File: config.mk
export PLATFORM = sky130hd
export DESIGN_NAME = control_fsm
export DESIGN_NICKNAME = d
export VERILOG_FILES = /design/src/rtl/ctrl_pkg.sv /design/src/rtl/instr_decoder.sv /design/src/rtl/control_fsm.sv
export SDC_FILE = /design/constraint.sdc
export NUM_CORES = 1
export LEC_CHECK = 0
export ABC_CLOCK_PERIOD_IN_PS = 1400
export BUFFER_PORTS_ARGS = -buffer_cell sky130_fd_sc_hd__buf_4
export CORE_AREA = 2 2 50 52
export CTS_CLUSTER_DIAMETER = 40
export DETAILED_ROUTE_END_ITERATION = 6
export DIE_AREA = 0 0 52 54
export PLACE_DENSITY = 0.71
export SYNTH_ARGS = -nofsm -noshare
export SYNTH_HDL_FRONTEND = slang
export SYNTH_SLANG_ARGS = --single-unit
File: constraint.sdc
create_clock -name Clk -period 1.4 [get_ports Clk]
set_input_delay 0.28 -clock Clk [delete_from_list [all_inputs] [get_ports Clk]]
set_output_delay 0.28 -clock Clk [all_outputs]
set_load 0.02 [all_outputs]
File: src/rtl/ctrl_pkg.sv
// Shared types and encodings for the multi-cycle MIPS-subset control unit:
// opcodes, ALU op codes, immediate-extension codes, FSM states and decode record.
package ctrl_pkg;

  localparam logic [5:0] OP_RTYPE = 6'b100000;
  localparam logic [5:0] OP_ADDI  = 6'b110000;
  localparam logic [5:0] OP_LI    = 6'b111000;
  localparam logic [5:0] OP_LUI   = 6'b111001;
  localparam logic [5:0] OP_ANDI  = 6'b110010;
  localparam logic [5:0] OP_ORI   = 6'b110011;
  localparam logic [5:0] OP_LB    = 6'b000011;
  localparam logic [5:0] OP_LW    = 6'b001111;
  localparam logic [5:0] OP_SB    = 6'b000111;
  localparam logic [5:0] OP_SW    = 6'b011111;
  localparam logic [5:0] OP_BEQ   = 6'b000000;
  localparam logic [5:0] OP_BNE   = 6'b000001;
  localparam logic [5:0] OP_B     = 6'b111111;

  localparam logic [3:0] ALU_ADD = 4'b0000;
  localparam logic [3:0] ALU_SUB = 4'b0001;
  localparam logic [3:0] ALU_AND = 4'b0010;
  localparam logic [3:0] ALU_OR  = 4'b0011;

  localparam logic [1:0] IMM_SEXT = 2'b00;
  localparam logic [1:0] IMM_ZEXT = 2'b01;
  localparam logic [1:0] IMM_LUI  = 2'b10;
  localparam logic [1:0] IMM_BR   = 2'b11;

  typedef enum logic [2:0] {
    ST_IFETCH = 3'd0,
    ST_DECODE = 3'd1,
    ST_EXEC   = 3'd2,
    ST_MEM    = 3'd3,
    ST_WB     = 3'd4,
    ST_TRAP   = 3'd5
  } state_e;

  typedef enum logic [2:0] {
    CL_RTYPE   = 3'd0,
    CL_ALUIMM  = 3'd1,
    CL_LOAD    = 3'd2,
    CL_STORE   = 3'd3,
    CL_BRANCH  = 3'd4,
    CL_ILLEGAL = 3'd5
  } instr_class_e;

  typedef struct packed {
    instr_class_e cls;
    logic [3:0]   alu_func;
    logic [1:0]   imm_ext;
    logic         byte_op;
    logic         rf_b_sel;
    logic         alu_bin_sel;
    logic         is_b;
    logic         is_beq;
    logic         is_bne;
  } dec_t;

  typedef struct packed {
    logic       ir_ld;
    logic       pc_ld;
    logic       pc_sel;
    logic [3:0] alu_func;
    logic       alu_bin_sel;
    logic [1:0] imm_ext;
    logic       rf_b_sel;
    logic       rf_wr;
    logic       rf_wd_sel;
    logic       mem_wr;
    logic       byte_op;
    logic       illegal;
  } ctrl_out_t;

endpackage

File: src/rtl/instr_decoder.sv
// Combinational opcode/func decoder: instruction class plus the per-opcode
// ALU op, immediate extension, operand selects and branch flavour.
module instr_decoder
  import ctrl_pkg::*;
(
  input  logic [5:0] opcode_i,
  input  logic [3:0] func_i,
  output dec_t       dec_o
);

  // Opcode table; anything not listed is classed illegal with all selects at 0
  always_comb begin
    dec_o     = '0;
    dec_o.cls = CL_ILLEGAL;
    case (opcode_i)
      OP_RTYPE: begin
        dec_o.cls      = CL_RTYPE;
        dec_o.alu_func = func_i;
      end
      OP_ADDI, OP_LI, OP_LUI, OP_ANDI, OP_ORI: begin
        dec_o.cls         = CL_ALUIMM;
        dec_o.rf_b_sel    = 1'b1;
        dec_o.alu_bin_sel = 1'b1;
        case (opcode_i)
          OP_LUI:  begin dec_o.alu_func = ALU_ADD; dec_o.imm_ext = IMM_LUI;  end
          OP_ANDI: begin dec_o.alu_func = ALU_AND; dec_o.imm_ext = IMM_ZEXT; end
          OP_ORI:  begin dec_o.alu_func = ALU_OR;  dec_o.imm_ext = IMM_ZEXT; end
          default: begin dec_o.alu_func = ALU_ADD; dec_o.imm_ext = IMM_SEXT; end
        endcase
      end
      OP_LB, OP_LW, OP_SB, OP_SW: begin
        dec_o.cls         = ((opcode_i == OP_LB) || (opcode_i == OP_LW)) ? CL_LOAD : CL_STORE;
        dec_o.alu_func    = ALU_ADD;
        dec_o.imm_ext     = IMM_SEXT;
        dec_o.rf_b_sel    = 1'b1;
        dec_o.alu_bin_sel = 1'b1;
        dec_o.byte_op     = (opcode_i == OP_LB) || (opcode_i == OP_SB);
      end
      OP_BEQ, OP_BNE, OP_B: begin
        dec_o.cls      = CL_BRANCH;
        dec_o.alu_func = ALU_SUB;
        dec_o.imm_ext  = IMM_BR;
        dec_o.rf_b_sel = 1'b1;
        dec_o.is_beq   = (opcode_i == OP_BEQ);
        dec_o.is_bne   = (opcode_i == OP_BNE);
        dec_o.is_b     = (opcode_i == OP_B);
      end
      default: begin
        dec_o.cls = CL_ILLEGAL;
      end
    endcase
  end

endmodule

File: src/rtl/control_fsm.sv
// Multi-cycle control FSM (IFETCH/DECODE/EXEC/MEM/WB) for the MIPS-subset datapath.
// Define CTRL_TRAP_EN to trap unknown opcodes in a sticky TRAP state; otherwise they run as NOPs.
module control_fsm
  import ctrl_pkg::*;
#(
  parameter int unsigned MEM_LAT = 0
) (
  input  logic        Clk,
  input  logic        Reset,
  input  logic [31:0] Instr,
  input  logic        Zero,
  output logic        IR_LdEn,
  output logic        PC_LdEn,
  output logic        PC_sel,
  output logic [3:0]  ALU_func,
  output logic        ALU_Bin_sel,
  output logic [1:0]  ImmExt,
  output logic        RF_B_sel,
  output logic        RF_WrEn,
  output logic        RF_WrData_sel,
  output logic        Mem_WrEn,
  output logic        ByteOp,
  output logic        Illegal
);

  localparam logic [3:0] MEM_LAST = 4'(MEM_LAT);

  state_e     state_q, state_d;
  logic [3:0] cnt_q, cnt_d;
  dec_t       dec_s;
  ctrl_out_t  out_s, gated_s;
  logic       taken_s;
  logic       mem_last_s;
  logic       unused_instr_s;

  instr_decoder u_dec (
    .opcode_i (Instr[31:26]),
    .func_i   (Instr[3:0]),
    .dec_o    (dec_s)
  );

  assign unused_instr_s = ^Instr[25:4];
  assign taken_s        = dec_s.is_b | (dec_s.is_beq & Zero) | (dec_s.is_bne & ~Zero);
  assign mem_last_s     = (cnt_q == MEM_LAST);

  // State and MEM wait-counter registers
  always_ff @(posedge Clk) begin
    if (Reset) begin
      state_q <= ST_IFETCH;
      cnt_q   <= 4'd0;
    end else begin
      state_q <= state_d;
      cnt_q   <= cnt_d;
    end
  end

  // Next state and Moore outputs; only the EXEC branch decision looks at Zero
  always_comb begin
    state_d = state_q;
    cnt_d   = cnt_q;
    out_s   = '0;
    case (state_q)
      ST_IFETCH: begin
        out_s.ir_ld = 1'b1;
        state_d     = ST_DECODE;
      end
      ST_DECODE: begin
        out_s.rf_b_sel = dec_s.rf_b_sel;
        out_s.imm_ext  = dec_s.imm_ext;
`ifdef CTRL_TRAP_EN
        if (dec_s.cls == CL_ILLEGAL) begin
          state_d = ST_TRAP;
        end else begin
          state_d = ST_EXEC;
        end
`else
        state_d = ST_EXEC;
`endif
      end
      ST_EXEC: begin
        out_s.rf_b_sel    = dec_s.rf_b_sel;
        out_s.imm_ext     = dec_s.imm_ext;
        out_s.alu_func    = dec_s.alu_func;
        out_s.alu_bin_sel = dec_s.alu_bin_sel;
        case (dec_s.cls)
          CL_BRANCH: begin
            out_s.pc_ld  = 1'b1;
            out_s.pc_sel = taken_s;
            state_d      = ST_IFETCH;
          end
          CL_LOAD, CL_STORE: begin
            state_d = ST_MEM;
          end
          CL_RTYPE, CL_ALUIMM: begin
            state_d = ST_WB;
          end
          default: begin
            // Unknown opcode retires as a NOP: just advance the PC
            out_s.pc_ld = 1'b1;
            state_d     = ST_IFETCH;
          end
        endcase
      end
      ST_MEM: begin
        out_s.rf_b_sel = dec_s.rf_b_sel;
        out_s.imm_ext  = dec_s.imm_ext;
        out_s.byte_op  = dec_s.byte_op;
        if (mem_last_s) begin
          cnt_d = 4'd0;
          if (dec_s.cls == CL_STORE) begin
            out_s.mem_wr = 1'b1;
            out_s.pc_ld  = 1'b1;
            state_d      = ST_IFETCH;
          end else begin
            state_d = ST_WB;
          end
        end else begin
          cnt_d = cnt_q + 4'd1;
        end
      end
      ST_WB: begin
        out_s.rf_b_sel  = dec_s.rf_b_sel;
        out_s.imm_ext   = dec_s.imm_ext;
        out_s.rf_wr     = 1'b1;
        out_s.rf_wd_sel = (dec_s.cls == CL_LOAD);
        out_s.pc_ld     = 1'b1;
        state_d         = ST_IFETCH;
      end
      ST_TRAP: begin
`ifdef CTRL_TRAP_EN
        out_s.illegal = 1'b1;
        state_d       = ST_TRAP;
`else
        state_d = ST_IFETCH;
`endif
      end
      default: begin
        state_d = ST_IFETCH;
      end
    endcase
  end

  assign gated_s       = Reset ? '0 : out_s;

  assign IR_LdEn       = gated_s.ir_ld;
  assign PC_LdEn       = gated_s.pc_ld;
  assign PC_sel        = gated_s.pc_sel;
  assign ALU_func      = gated_s.alu_func;
  assign ALU_Bin_sel   = gated_s.alu_bin_sel;
  assign ImmExt        = gated_s.imm_ext;
  assign RF_B_sel      = gated_s.rf_b_sel;
  assign RF_WrEn       = gated_s.rf_wr;
  assign RF_WrData_sel = gated_s.rf_wd_sel;
  assign Mem_WrEn      = gated_s.mem_wr;
  assign ByteOp        = gated_s.byte_op;
  assign Illegal       = gated_s.illegal;

endmodule

Word-level counts from Yosys, hierarchy flattened
Index checks and enable logic that the tools add are counted.
{ "op_classes": {"addsub": 1, "eq_ne": 21, "muxes": 25, "bitwise": 5, "n_reduce_logical": 15} }
{ "ops": {"columns": ["op", "count"], "rows": [
  ["$eq 6x6->1 const B", 7],
  ["$pmux 3 s4", 2],
  ["$pmux 4 s3", 2],
  ["$mux 16", 1],
  ["$eq 3x2->1 const B", 4],
  ["$mux 3", 4],
  ["$reduce_or 12->1", 1],
  ["$reduce_or 4->1", 3],
  ["$mux 1", 9],
  ["$reduce_or 9->1", 1],
  ["$eq 3x1->1 const B", 2],
  ["$eq 3x3->1 const B", 2],
  ["$eq 6x1->1 const B", 1],
  ["$eq 6x2->1 const B", 1],
  ["$eq 6x3->1 const B", 1],
  ["$eq 6x4->1 const B", 1],
  ["$eq 6x5->1 const B", 1],
  ["$logic_not 3->1", 2],
  ["$logic_not 6->1", 1],
  ["$mux 6", 1],
  ["$pmux 3 s2", 1],
  ["$reduce_or 5->1", 1],
  ["$add 4x1->4 const B", 1],
  ["$logic_not 4->1", 1],
  ["11 further kinds", 16]
]} }
{ "word_totals": {"reg_bits": 7, "in_bits": 35, "output_inout_bits": 16, "word_cells": 69} }

Logic depth before layout (Yosys ltp)
Gate-level depths: netlist of run 1.
{ "logic_depth": {"ltp_word": 9, "depth_mapped": 6} }

By module
From an unflattened synthesis of run 1, not the netlist that was laid out.
{ "hier_totals": {"cells_unflattened": 135, "hier_area_um2": 996.0} }
{ "modules_own_cells": {"columns": ["module", "n_inst", "cells_per_inst", "area_per_inst_um2"], "rows": [
  ["control_fsm", 1, 70, 616.8],
  ["instr_decoder", 1, 65, 379.1]
]} }

Worst setup path after synthesis of run 1
No wires, ideal clock.
{ "synth_timing": {"path_kind": "register -> output", "start": "register state_q[1]", "end": "output port ByteOp", "arrival_ns": 1.493, "t_required_ns": 1.120, "slack_ns": -0.373, "stages_incl_launch_ff": 5, "path_buffers": 0, "cell_sequence": "dfxtp_1 inv_2 nor3_1 nand2_1 nor4b_1"} }
{ "synth_between": {"elab_chain_len": 3} }
{ "synth_rtl": {"columns": ["item", "line_no", "rtl"], "rows": [
  ["start, declared", "control_fsm.sv:28", "state_e state_q, state_d;"],
  ["start signal, assigned", "control_fsm.sv:52", "state_q <= state_d;"],
  ["$eq 3x2->1", "control_fsm.sv:62", "case (state_q)"],
  ["$mux 2", "control_fsm.sv:62", null],
  ["$mux 16", "control_fsm.sv:143", "assign gated_s = Reset ? '0 : out_s;"],
  ["end, declared", "control_fsm.sv:22", "output logic ByteOp,"]
]} }
Every way passes these cells.

Worst setup path after layout of run 1
{ "layout_timing": {"start": "register cnt_q[1]", "end": "output port PC_LdEn"} }
{ "layout_between": {"elab_chain_len": 4} }
{ "layout_rtl": {"columns": ["item", "line_no", "rtl"], "rows": [
  ["start, declared", "control_fsm.sv:29", "logic [3:0] cnt_q, cnt_d;"],
  ["start signal, assigned", "control_fsm.sv:53", "cnt_q <= cnt_d;"],
  ["$logic_not 4->1", "control_fsm.sv:44", "assign mem_last_s = (cnt_q == MEM_LAST);"],
  ["$mux 1", "control_fsm.sv:108", "if (mem_last_s) begin"],
  ["$pmux 1 s3", "control_fsm.sv:62", null],
  ["$mux 16", "control_fsm.sv:143", null],
  ["end, declared", "control_fsm.sv:13", "output logic PC_LdEn,"]
]} }
Every way passes these cells.

==> results of run 1 <==
==> power breakdown <==
part	total [uW]	switching (uW)	internal [uW]
Combinational	337	161	176
Clock	195	85.2	109
Sequential	221	14.0	207
Total	752	261	492
==> cell type report <==
| cell class | count | share of cell area (%) |
|---|---|---|
| multi-input combinational | 88 | 49.1 |
| inverter | 8 | 1.90 |
| timing repair buffer | 63 | 35.4 |
| clock buffer | 4 | 1.66 |
| sequential | 7 | 9.57 |
| tap | 30 | 2.37 |
==> worst max path at each step <==
| stage | slack (ps) | endpoint |
|---|---|---|
| 2_1_floorplan | -110 | PC_LdEn |
| 3_3_place_gp | -300 | PC_LdEn |
| 3_5_place_dp | -320 | PC_LdEn |
| 4_1_cts | -370 | PC_LdEn |
| 5_1_grt | -500 | PC_LdEn |
| 6_report | -440 | PC_LdEn |
==> layout by cell type, fill, tap and decap left out, types with 2 or more instances in the layout <==
cell type	n
xor2_1	3
o21ai_0	3
nand2_1	7
buf_4	43
dfxtp_4	2
nand4_1	4
and3_1	4
dfxtp_2	3
a21oi_2	3
a21oi_1	4
o211ai_1	3
buf_6	18
nand3_1	4
dfxtp_1	2
inv_2	5
nand2_2	2
nor2_2	2
nor3_4	2
nor2_4	3
nor2_1	9
inv_1	3
clkbuf_4	3
==> metal layers <==
metal / share of wire [%] / track usage [%] / vias up
met5: 0 / 0 / -
met4: 1.5 / 16.2 / 0
met3: 2.6 / 2.22 / 6
met2: 60 / 39.7 / 32
met1: 36 / 19.0 / 526
li1: - / - / 513
==> timing repair <==
action / in CTS / in global routing
pin swaps: 10 / 7
setup endpoints to repair: 15 / 16
hold buffers: 0 / 0
gates resized for setup: 35 / 22
buffers inserted: 4 / 5
==> registers in the layout, indices dropped and copies added, names as in the netlist <==
signal,count
cnt_q,4
state_q,3
==> worst max-delay path, delay by kind of cell (launching register included) <==
| kind | cells | cell delay (ps) |
|---|---|---|
| DFF | 1 | 320 |
| AOI/OAI and AO/OA | 1 | 190 |
| and+or+nand+nor | 2 | 420 |
| adders and majority gates | 1 | 110 |
| buffers and inverters | 2 | 250 |
==> through the flow <==
step                      worst slack, ps  cell area (um2)  hold WS, ps  util, %  total power (uW)
after floorplan                      -108              887          470        -               368
after global placement               -304             1280          474     55.3               465
after detailed placement             -320             1280          502     55.3               471
after CTS                            -367             1460          333     62.8               717
after global routing                 -497             1580          380     68.2               785
final                                -435             1580          366     68.2               752
==> logic make-up (layout without fill, tap and decap cells) <==
kind of cell               Yosys count  count (layout)  share of synthesized area, %
other                                1               1                         0.475
adders and majority gates            2               2                          3.17
buffers and inverters               17              75                          10.8
xor gates and xnor gates             4               4                          4.44
and+or+nand+nor                     55              55                          37.6
AOI/OAI and AO/OA                   25              25                          24.6
DFF                                  7               7                          17.7
muxes                                1               1                          1.27
==> flow_summary.json, run 1 <==
{
  "path_clk_slew_ps": 60,
  "status": "complete, but fails checks",
  "clock_sinks": 7,
  "cp_max_fo": 3,
  "yosysSeqAreaShare_pct": 17.7,
  "yosysMostFrequentCell": "nor2_1",
  "startpoint": "cnt_q[1]",
  "crit_required_ps": 1120,
  "antenna_found_initial": 0,
  "multiInputGateArea_um2": 776,
  "syn_inst": 112,
  "fp.dieH_um": 54,
  "via_per_inst": 5.39,
  "num_io_pins": 51,
  "regArea_um2": 151,
  "worstPathArrival_ps": 1560,
  "synth_async_sr_flop_share_pct": 0,
  "cp_cell_sequence": "inv_2, ha_4, nor3b_4, nand4_1, o211ai_1, buf_4",
  "drv_cap": 0,
  "io_buffer_count": 27,
  "critPathCaptureType": "output port",
  "wirelength_um": 2910,
  "grt_first_pass_wirelength_um": 4210,
  "setup_viol": 16,
  "cts.path.max_buffers": 2,
  "synth_area_leader_cell": "dfxtp_1",
  "hold_violations": 0,
  "slowest_stage": "dfxtp_2",
  "placed_cells": 188,
  "ys_top_cells_by_area": "dfxtp_1, nor2_1, a21oi_1",
  "maxSlewViolCount": 0,
  "rsz0062_at_grt": "true",
  "r2r-start": "cnt_q[0]",
  "yosys_warnings": 0,
  "rr_endpoint": "cnt_q[2]",
  "ant_nets": 0,
  "final.period_utilization_pct": 131,
  "start_kind": "register",
  "core_mm2": 0.00232,
  "r2r.worst_path.cells": 6,
  "clock-root-buffer": "clkbuf_4",
  "cts_tree": "yes",
  "synth.ff_latch_count": 7,
  "setup_tns_ps": -3730,
  "avgSynthCellArea_um2": 7.05,
  "drc": 0,
  "hold_start": "Reset",
  "cts-buffers-inserted": 3,
  "whs_path_depth": 3,
  "initial_utilization_pct": 34.0,
  "p_per_area_mw_per_mm2": 476,
  "vias": 1077,
  "fin_crit_ps": 1840,
  "syn_to_final_growth_pct": 100,
  "reg2reg_setup_slack_ps": -20,
  "synth_edf_count": 0,
  "dr.pass1.iters": 4,
  "drive_gt1_share_pct": 63.5,
  "max_freq_mhz": 545,
  "instances_no_fill": 200,
  "max_stage_delay_ps": 320,
  "p_leak_uw": 0.000719,
  "synth_common_cells": "nor2_1, nand2_1, a21oi_1",
  "grt_max_degree": 12,
  "dieArea_mm2": 0.00281,
  "track_usage_pct": 20.3,
  "num_rows": 18,
  "synth_cell_types": 43,
  "fp.dieW_um": 52,
  "skew_ps": 4.16,
  "first_global_vias": 1038,
  "synth_area_um2": 790,
  "synth-main-ff-cell": "dfxtp_1",
  "fill_cells": 192,
  "hold_class": "in -> reg",
  "syn-num-nets": 149,
  "drt-initial-drc-count": 19,
  "dp_hpwl_um": 1910,
  "wl_per_cell_um": 14.5,
  "gp_congestion": 0.874,
  "violations": "negative setup slack",
  "yosysTopAreaCellShare_pct": 17.7,
  "holdPathEnd": "cnt_q[2]",
  "worst_slack_ps": -435,
  "critPathKind": "reg -> out",
  "htreeDepth": 1,
  "insertion_delay_ps": 250,
  "gr-total-overflow": 0,
  "nets": 208,
  "vdd_ir_drop_max_mv": 0.346,
  "diodes": 0
}
No activity file was read; power rests on OpenSTA's default activity.
==> inputs of run 2 (changes only) <==
Settings changed: CORE_AREA 2 2 50 52 to 2 2 59 44, DIE_AREA 0 0 52 54 to 0 0 61 46, PLACE_DENSITY 0.71 to 0.72.
==> flow_summary.json, run 2 (synthesized netlist as in run 1, its figures left out) <==
{
  "status": "complete, but fails checks",
  "violations": "negative setup slack",
  "whs_path_depth": 3,
  "reg_top3": "cnt_q (4), state_q (3)",
  "fin_crit_ps": 1720,
  "cts_tree": "yes",
  "rsz0062_at_grt": "true",
  "swShare_pct": 36.1,
  "syn_to_final_growth_pct": 105,
  "num_rows": 15,
  "ant_nets": 0,
  "gp_congestion": 0.834,
  "drc": 0,
  "wirelength_um": 3160,
  "power.share.clock_pct": 26.2,
  "via_per_inst": 5.27,
  "wl_per_cell_um": 15.4,
  "start_kind": "register",
  "drive_gt1_share_pct": 67.8,
  "hold_violations": 0,
  "vdd_ir_drop_max_mv": 0.437,
  "clock-root-buffer": "clkbuf_4",
  "p_comb_share_pct": 44.3,
  "gr-total-overflow": 0,
  "dpl_worst_slack_ps": -301,
  "first_global_vias": 983,
  "rr_endpoint": "cnt_q[2]",
  "drt-initial-drc-count": 43,
  "crit_required_ps": 1120,
  "worstPathArrival_ps": 1440,
  "cts.path.max_buffers": 2,
  "fp.dieH_um": 46,
  "setup_tns_ps": -3400,
  "antenna_found_initial": 0,
  "cts_hold_buf": 0,
  "dieArea_mm2": 0.00281,
  "p_leak_uw": 0.000689,
  "max_freq_mhz": 582,
  "hold_class": "in -> reg",
  "placed_cells": 195,
  "seq_power_share_pct": 29.5,
  "dp_hpwl_um": 2070,
  "dr.pass1.iters": 4,
  "core_mm2": 0.00231,
  "layout.cells.most_common": "buf_4",
  "holdPathEnd": "cnt_q[1]",
  "diodes": 0,
  "path_clk_slew_ps": 60,
  "critPathCaptureType": "output port",
  "grt_max_degree": 10,
  "maxSlewViolCount": 0,
  "final_cell_mix": "buf_4, buf_6, nor2_1, a21oi_1, nand2_1",
  "instances_no_fill": 205,
  "insertion_delay_ps": 260,
  "cp_max_fo": 5,
  "skew_ps": 7.36,
  "io_buffer_count": 27,
  "drv_cap": 0,
  "reg2reg_setup_slack_ps": -80,
  "r2r-start": "cnt_q[0]",
  "grt_first_pass_wirelength_um": 4530,
  "r2r.worst_path.cells": 6,
  "hold_start": "Reset",
  "p_sw_uw": 272,
  "worst_slack_ps": -317,
  "num_io_pins": 51,
  "vias": 1080,
  "top_register": "cnt_q",
  "fp.dieW_um": 61,
  "final.period_utilization_pct": 123,
  "largest_register_ffs": 4,
  "clock_sinks": 7,
  "initial_utilization_pct": 34.2,
  "fill_cells": 173,
  "track_usage_pct": 22.6,
  "p_per_area_mw_per_mm2": 465,
  "htreeDepth": 1,
  "critPathKind": "reg -> out",
  "setup_viol": 16,
  "p_int_uw": 482,
  "cts-buffers-inserted": 3,
  "nets": 209
}
[run 2: cell count changes in the layout (fill, tap and decap cells not counted), moves of 2 or more]
| cell | change |
|---|---|
| and3_1 | -3 |
| buf_4 | +2 |
| a21oi_2 | -2 |
| nand2_1 | -2 |
| and3_4 | +3 |
[run 2: repair_timing]
action / CTS / global route
setup endpoints to repair: 16 / 18
pin swaps: 22 / 4
resized for setup: 51 / 14
buffers inserted: 5 / 1
[run 2: metrics by stage]
step	cell area [um2]	hold slack, ps	utilization, %	total power [uW]
5_1_grt	1620	405	70.2	785
6_report	1620	395	70.2	754
3_5_place_dp	1300	487	56.3	476
2_1_floorplan	887	470	-	368
3_3_place_gp	1300	479	56.3	469
4_1_cts	1550	369	66.9	718
[run 2: power by group through the flow]
stage	Clock (uW)	Sequential, uW	Combinational [uW]
floorplan	0	216	152
global placement	0	218	251
detailed placement	0	218	259
CTS	197	219	303
global route	209	222	355
finish	198	222	334
[run 2: cell type report]
cell class              instances  area, um2  share of cell area (%)
clock buffers                   4       26.3                    1.62
inverters                       8       30.0                    1.85
multi-input cells              88        817                    50.4
flip-flops and latches          7        154                    9.49
well taps                      34       42.5                    2.62
repair buffers                 64        552                    34.0
[run 2: per-layer routing]
metal  wire (um)  track usage, %  vias to the layer above
met5           0               0                        -
li1            -               -                      516
met4          58            7.83                        0
met2        1540            39.1                       54
met3         187            5.40                       10
met1        1370            27.3                      500
[run 2: worst max-delay path by stage]
stage	startpoint	end	slack, ps	cells past startpoint
3_3_place_gp	Instr[30]	PC_LdEn	-290	7
5_1_grt	cnt_q[1]	PC_LdEn	-390	6
3_5_place_dp	Instr[30]	PC_LdEn	-300	6
4_1_cts	cnt_q[1]	PC_LdEn	-280	6
6_report	state_q[1]	ALU_func[2]	-320	5
2_1_floorplan	Instr[30]	PC_LdEn	-110	4
[run 2: critical path, cell delays in order (launching register included)]
cell     delay, ps
dfxtp_4        400
nor2b_4        200
and2_4         190
buf_6          110
and3_4         170
buf_6          110
